==> src/rtl/seq_detect_param.sv <==
// seq_detect_param: parametrised serial sequence detector.
//
// Shifts valid serial bits into a WIDTH-bit window (newest bit in the LSB) and
// compares it against a runtime-loadable pattern (MSB = first bit received).
// A match is only accepted once WIDTH real bits have been collected since the
// last restart, so reset contents of the window can never produce a hit.
// Matches may overlap or, with overlap_en low, restart collection from empty.
//
// Optional feature macro: SEQ_DETECT_CNT_EN
//   defined   - match_cnt counts matches, saturating; cnt_clr clears it and
//               wins over a simultaneous increment.
//   undefined - match_cnt is tied to zero and cnt_clr is ignored.
//
// Ports:
//   p_clk_in    clock, rising edge
//   p_rst       synchronous active-high reset
//   din         serial data bit
//   din_en      din is valid this cycle
//   overlap_en  1 = overlapping matches, 0 = restart after each match
//   pat_we      load pat_in into the pattern register (discards din)
//   pat_in      new pattern, MSB first
//   cnt_clr     clear match counter
//   flag        registered one-cycle match pulse
//   armed       registered, high while WIDTH valid bits are held
//   match_cnt   saturating match count

module seq_detect_param #(
    parameter int unsigned      WIDTH   = 4,
    parameter logic [WIDTH-1:0] PATTERN = 4'b1101,
    parameter int unsigned      CNT_W   = 8
) (
    input  logic             p_clk_in,
    input  logic             p_rst,
    input  logic             din,
    input  logic             din_en,
    input  logic             overlap_en,
    input  logic             pat_we,
    input  logic [WIDTH-1:0] pat_in,
    input  logic             cnt_clr,
    output logic             flag,
    output logic             armed,
    output logic [CNT_W-1:0] match_cnt
);

    localparam int unsigned    FW       = $clog2(WIDTH + 1);
    localparam logic [FW-1:0]  FillFull = FW'(WIDTH);

    // Fill level viewed as a state machine; kept in step with fill_q.
    typedef enum logic [1:0] {
        StEmpty,
        StFilling,
        StArmed
    } state_e;

    logic [WIDTH-1:0] sh_q, sh_d;
    logic [WIDTH-1:0] pat_q, pat_d;
    logic [FW-1:0]    fill_q, fill_d;
    state_e           state_q, state_d;
    logic             flag_q, flag_d;

    logic [WIDTH-1:0] sh_n;
    logic [FW-1:0]    fill_n;
    logic             match;

    // Candidate window and fill level if the current bit is accepted.
    always_comb begin
        sh_n   = {sh_q[WIDTH-2:0], din};
        fill_n = (fill_q == FillFull) ? FillFull : fill_q + FW'(1);
        match  = din_en && !pat_we && (fill_n == FillFull) && (sh_n == pat_q);
    end

    always_comb begin
        sh_d   = sh_q;
        pat_d  = pat_q;
        fill_d = fill_q;
        flag_d = 1'b0;

        if (pat_we) begin
            // New pattern restarts collection; the bit offered this cycle is dropped.
            pat_d  = pat_in;
            fill_d = '0;
        end else if (din_en) begin
            sh_d   = sh_n;
            flag_d = match;
            fill_d = (match && !overlap_en) ? '0 : fill_n;
        end

        if (fill_d == '0) begin
            state_d = StEmpty;
        end else if (fill_d == FillFull) begin
            state_d = StArmed;
        end else begin
            state_d = StFilling;
        end
    end

    always_ff @(posedge p_clk_in) begin
        if (p_rst) begin
            sh_q    <= '0;
            pat_q   <= PATTERN;
            fill_q  <= '0;
            state_q <= StEmpty;
            flag_q  <= 1'b0;
        end else begin
            sh_q    <= sh_d;
            pat_q   <= pat_d;
            fill_q  <= fill_d;
            state_q <= state_d;
            flag_q  <= flag_d;
        end
    end

    assign flag  = flag_q;
    assign armed = (state_q == StArmed);

    // The oldest window bit only ever shifts out.
    logic unused_sh_msb;
    assign unused_sh_msb = sh_q[WIDTH-1];

`ifdef SEQ_DETECT_CNT_EN
    logic [CNT_W-1:0] cnt_q, cnt_d;

    always_comb begin
        cnt_d = cnt_q;
        if (cnt_clr) begin
            cnt_d = '0;
        end else if (match && (cnt_q != '1)) begin
            cnt_d = cnt_q + CNT_W'(1);
        end
    end

    always_ff @(posedge p_clk_in) begin
        if (p_rst) begin
            cnt_q <= '0;
        end else begin
            cnt_q <= cnt_d;
        end
    end

    assign match_cnt = cnt_q;
`else
    assign match_cnt = '0;

    logic unused_cnt_clr;
    assign unused_cnt_clr = cnt_clr;
`endif

endmodule

==> config.mk <==
export PLATFORM = sky130hd
export DESIGN_NAME = seq_detect_param
export DESIGN_NICKNAME = d
export VERILOG_FILES = /design/src/rtl/seq_detect_param.sv
export SDC_FILE = /design/constraint.sdc
export NUM_CORES = 1
export LEC_CHECK = 0
export BUFFER_PORTS_ARGS = -buffer_cell sky130_fd_sc_hd__clkbuf_2
export CAP_MARGIN = 20
export CORE_AREA = 2 2 39 41
export CTS_CLUSTER_SIZE = 30
export DETAILED_ROUTE_END_ITERATION = 7
export DIE_AREA = 0 0 41 43
export PLACE_DENSITY = 0.78
export SYNTH_ARGS = -nofsm -noshare
export SYNTH_HDL_FRONTEND = slang
export SYNTH_SLANG_ARGS = --single-unit
==> constraint.sdc <==
create_clock -name p_clk_in -period 3.6 [get_ports p_clk_in]
set_clock_uncertainty 0.15 [all_clocks]
set_input_delay 0.18 -clock p_clk_in [delete_from_list [all_inputs] [get_ports p_clk_in]]
set_output_delay 0.18 -clock p_clk_in [all_outputs]
set_load 0.05 [all_outputs]
==> summary.md <==
| Metric | Value |
|---|---|
| Post-Syn Area | `658 µm²` |
| CP cell instances | `inv_1 > ha_1 > nor4_2 > and3_1 > nor3_1` |
| Sum of buffers and inverters on the critical path | `1` |
| Post-DRT Antenna Nets | `0` |
| WL/cell | `9.94 µm` |
| Vias in the first global route | `around 450` |
| Filler instances | `around 140` |
| Power density over the cells | `393 mW/mm²` |
| I/O Pins | `21` |
| Most frequent cells in the layout | `dfxtp_1, clkbuf_2, nor2_1` |
| Initial DRC count | `8` |
| Num rows | `14` |
| Max Fanout on Critical Path | `4` |
| GRT overflow | `0` |
| Resized cells post-CTS | `0` |
| Die Y | `43 µm` |
| Vias | `474` |
| Min-delay src | `din` |
| Final setup violation count | `0` |
| Mean Syn Cell Area | `approximately 9.3 µm²` |
| Buffers on Ports | `11` |
| DR pass1 iterations | `3` |
| Number of distinct library cells after synthesis | `24` |
| Register area share after synthesis | `39.5%` |
| Worst min path class | `in -> reg` |
| R2r startpoint | `fill_q[0]` |
| Fmax achieved | `approximately 630 MHz` |
| Max cap viols | `0` |
| Bufs on Longest Clock Path | `2` |
| Internal Power | `209 µW` |
| Final Hold Viols | `0` |
| Combinational share of power | `17.0%` |
| Via density | `4.65` |
| Root buffer cell | `clkbuf_4` |
| Core Area | `0.00138 mm²` |
| Setup TNS | `0 ns` |
| Min Clock Period, post-route | `1.58 ns` |
| Critical path type | `reg -> reg` |
| Footprint of the multi-input gates | `about 340 µm²` |
| Die ar. | `0.00176 mm²` |
| Cells after Synth | `71` |
| Hold depth | `3` |
| RSZ-0062 raised after global routing | `no` |
| Clock transition at path regs | `~0.070 ns` |
| Post-CTS Setup Bufs | `0` |
| Sequential power share | `52.0%` |
| Fin cells | `102` |
| Clock power frac | `31.0%` |
| Largest net degree at the start of global routing | `13` |
| Initial core utilization | `47.6%` |
| Area Overhead vs Synth | `13.3%` |
| DRC Markers | `0` |
| CP top delay family | `simple AND/OR/NAND/NOR gates` |
| Register Area | `260 µm²` |
| Sw Ratio | `28.7%` |
| Die X | `41 µm` |
| CTS Sinks | `13` |
| Worst r2r path cells | `5` |
| Cts bufs inserted | `3` |
| Final nets | `100` |
| Initial antenna violation count | `0` |
| CTS tree | `built` |
| First-pass GRT wire length | `1700 µm` |
| Flops & latches, synth | `13` |
| Max Slew Vio Count | `0` |
| Leakage | `0.000354 µW` |
| Nature of the critical path startpoint | `register` |
| Antenna Cells | `0` |
| Net switching power | `84.0 µW` |
| Status | `finished clean` |
| Critical path's largest stage delay | `about 0.37 ns` |
| Share of cells above drive strength 1 | `19.8%` |
| Period utilization | `43.9%` |
| GPL Wtd Cong | `0.729` |
| Peak VDD IR | `0.211 mV` |
| Commonest non-fill, non-tap cell in the layout | `dfxtp_1` |
| CP max stage cell | `dfxtp_1` |
| Final wirelength | `1010 µm` |
| Worst skew pair latency | `0.28 ns` |
| H-tree levels | `1` |
| CP endpoint kind | `register` |
| Data required time of the critical path | `3.63 ns` |
| Placed cells | `94` |
| WP data arrival | `1.61 ns` |
| Yosys warning count | `0` |
| GR Util All Layers | `roughly 15%` |
| R2R Setup Slk | `2.02 ns` |
| Post-DP HPWL | `758 µm` |
| R2R Path End | `state_q[1]` |
| Hold EP | `sh_q[0]` |
## final cells by class
cell class	count	share of cell area, %
repair buffers	15	12.8
flip-flops and latches	13	34.9
well taps	16	2.68
multi-input cells	52	45.1
clock buffers	4	3.52
inverters	2	1.01
## worst register-to-register path, delay by kind of cell (launching register included)
kind / cells / cell delay [ns]
simple gates: 3 / 0.57
buf+inv: 1 / 0.06
flops: 1 / 0.37
fa+ha+maj: 1 / 0.33
## state kept, by name, indices dropped and copies added, names as in the netlist
register and flops:
fill_q 3, flag 1, pat_q 4, sh_q 3, state_q 2
## per-stage QoR
| step | cell area (µm²) | power (µW) | utilization [%] | hold WS (ns) | setup slack (ns) |
|---|---|---|---|---|---|
| floorplan | 684 | 201 | - | 0.114 | 2.14 |
| global placement | 679 | 201 | 49.1 | 0.232 | 2.07 |
| detailed placement | 679 | 202 | 49.1 | 0.239 | 2.01 |
| CTS | 746 | 295 | 53.9 | 0.0156 | 2.00 |
| global route | 746 | 305 | 53.9 | 0.0246 | 1.93 |
| finish | 746 | 293 | 53.9 | 0.0102 | 2.02 |
## synthesized netlist by cell type
master	number	area share (%)
clkbuf_1	1	0.57
dfxtp_1	13	40
a31oi_1	1	0.95
buf_4	8	9.1
nor3_1	4	3.0
ha_1	2	3.8
and4_1	1	1.3
nand2_1	1	0.57
buf_2	1	0.76
a211oi_1	1	1.1
a21oi_1	2	1.5
nor4_2	1	1.9
nor2_1	9	5.1
nor2b_1	5	4.8
nand2b_2	1	1.3
a211o_1	3	4.0
buf_6	1	1.7
o21ai_0	1	0.76
and3_1	1	0.95
xor2_1	4	5.3
inv_1	2	1.1
mux2i_1	6	9.1
or2_2	1	0.95
conb_1	1	0.57
## cells by family after synthesis
logic type | after synthesis | share of synthesized area [%]
buffers and inverters | 13 | 13.3
AO/OA/AOI/OAI | 8 | 8.37
XOR/XNOR | 4 | 5.32
flip-flops | 13 | 39.5
adder cells (fa/ha/maj) | 2 | 3.80
AND/OR/NAND/NOR | 24 | 20.0
multiplexers | 6 | 9.13
other | 1 | 0.570
## repair_timing
action | CTS | global route
setup endpoints to repair | 0 | 0
hold endpoints to repair | 4 | 0
hold buffers | 4 | 0
## power by group through the flow
stage | Clock (µW) | Combinational (µW) | Sequential (µW)
6_report | 90.9 | 49.7 | 152
5_1_grt | 97.6 | 54.6 | 153
4_1_cts | 92.7 | 49.9 | 152
3_5_place_dp | 0 | 46.4 | 156
3_3_place_gp | 0 | 45.6 | 156
2_1_floorplan | 0 | 45.9 | 155
## metal layers
layer	GRT usage (%)	share of wire, %	wire (µm)
met1	16.1	42	422
met2	22.8	47	479
met3	3.14	6.2	63
met4	16.0	4.7	48
met5	0	0	0
## worst max path at each step
stage          startpoint          to  slack [ns]  depth (start not counted)
6_report        fill_q[0]  state_q[1]        2.02                          5
3_3_place_gp    fill_q[0]  state_q[0]        2.07                          5
5_1_grt         fill_q[0]  state_q[1]        1.93                          5
4_1_cts         fill_q[0]  state_q[1]        2.00                          5
3_5_place_dp    fill_q[0]  state_q[1]        2.01                          5
2_1_floorplan   fill_q[0]  state_q[0]        2.14                          5
No activity file was read; power rests on OpenSTA's default activity.
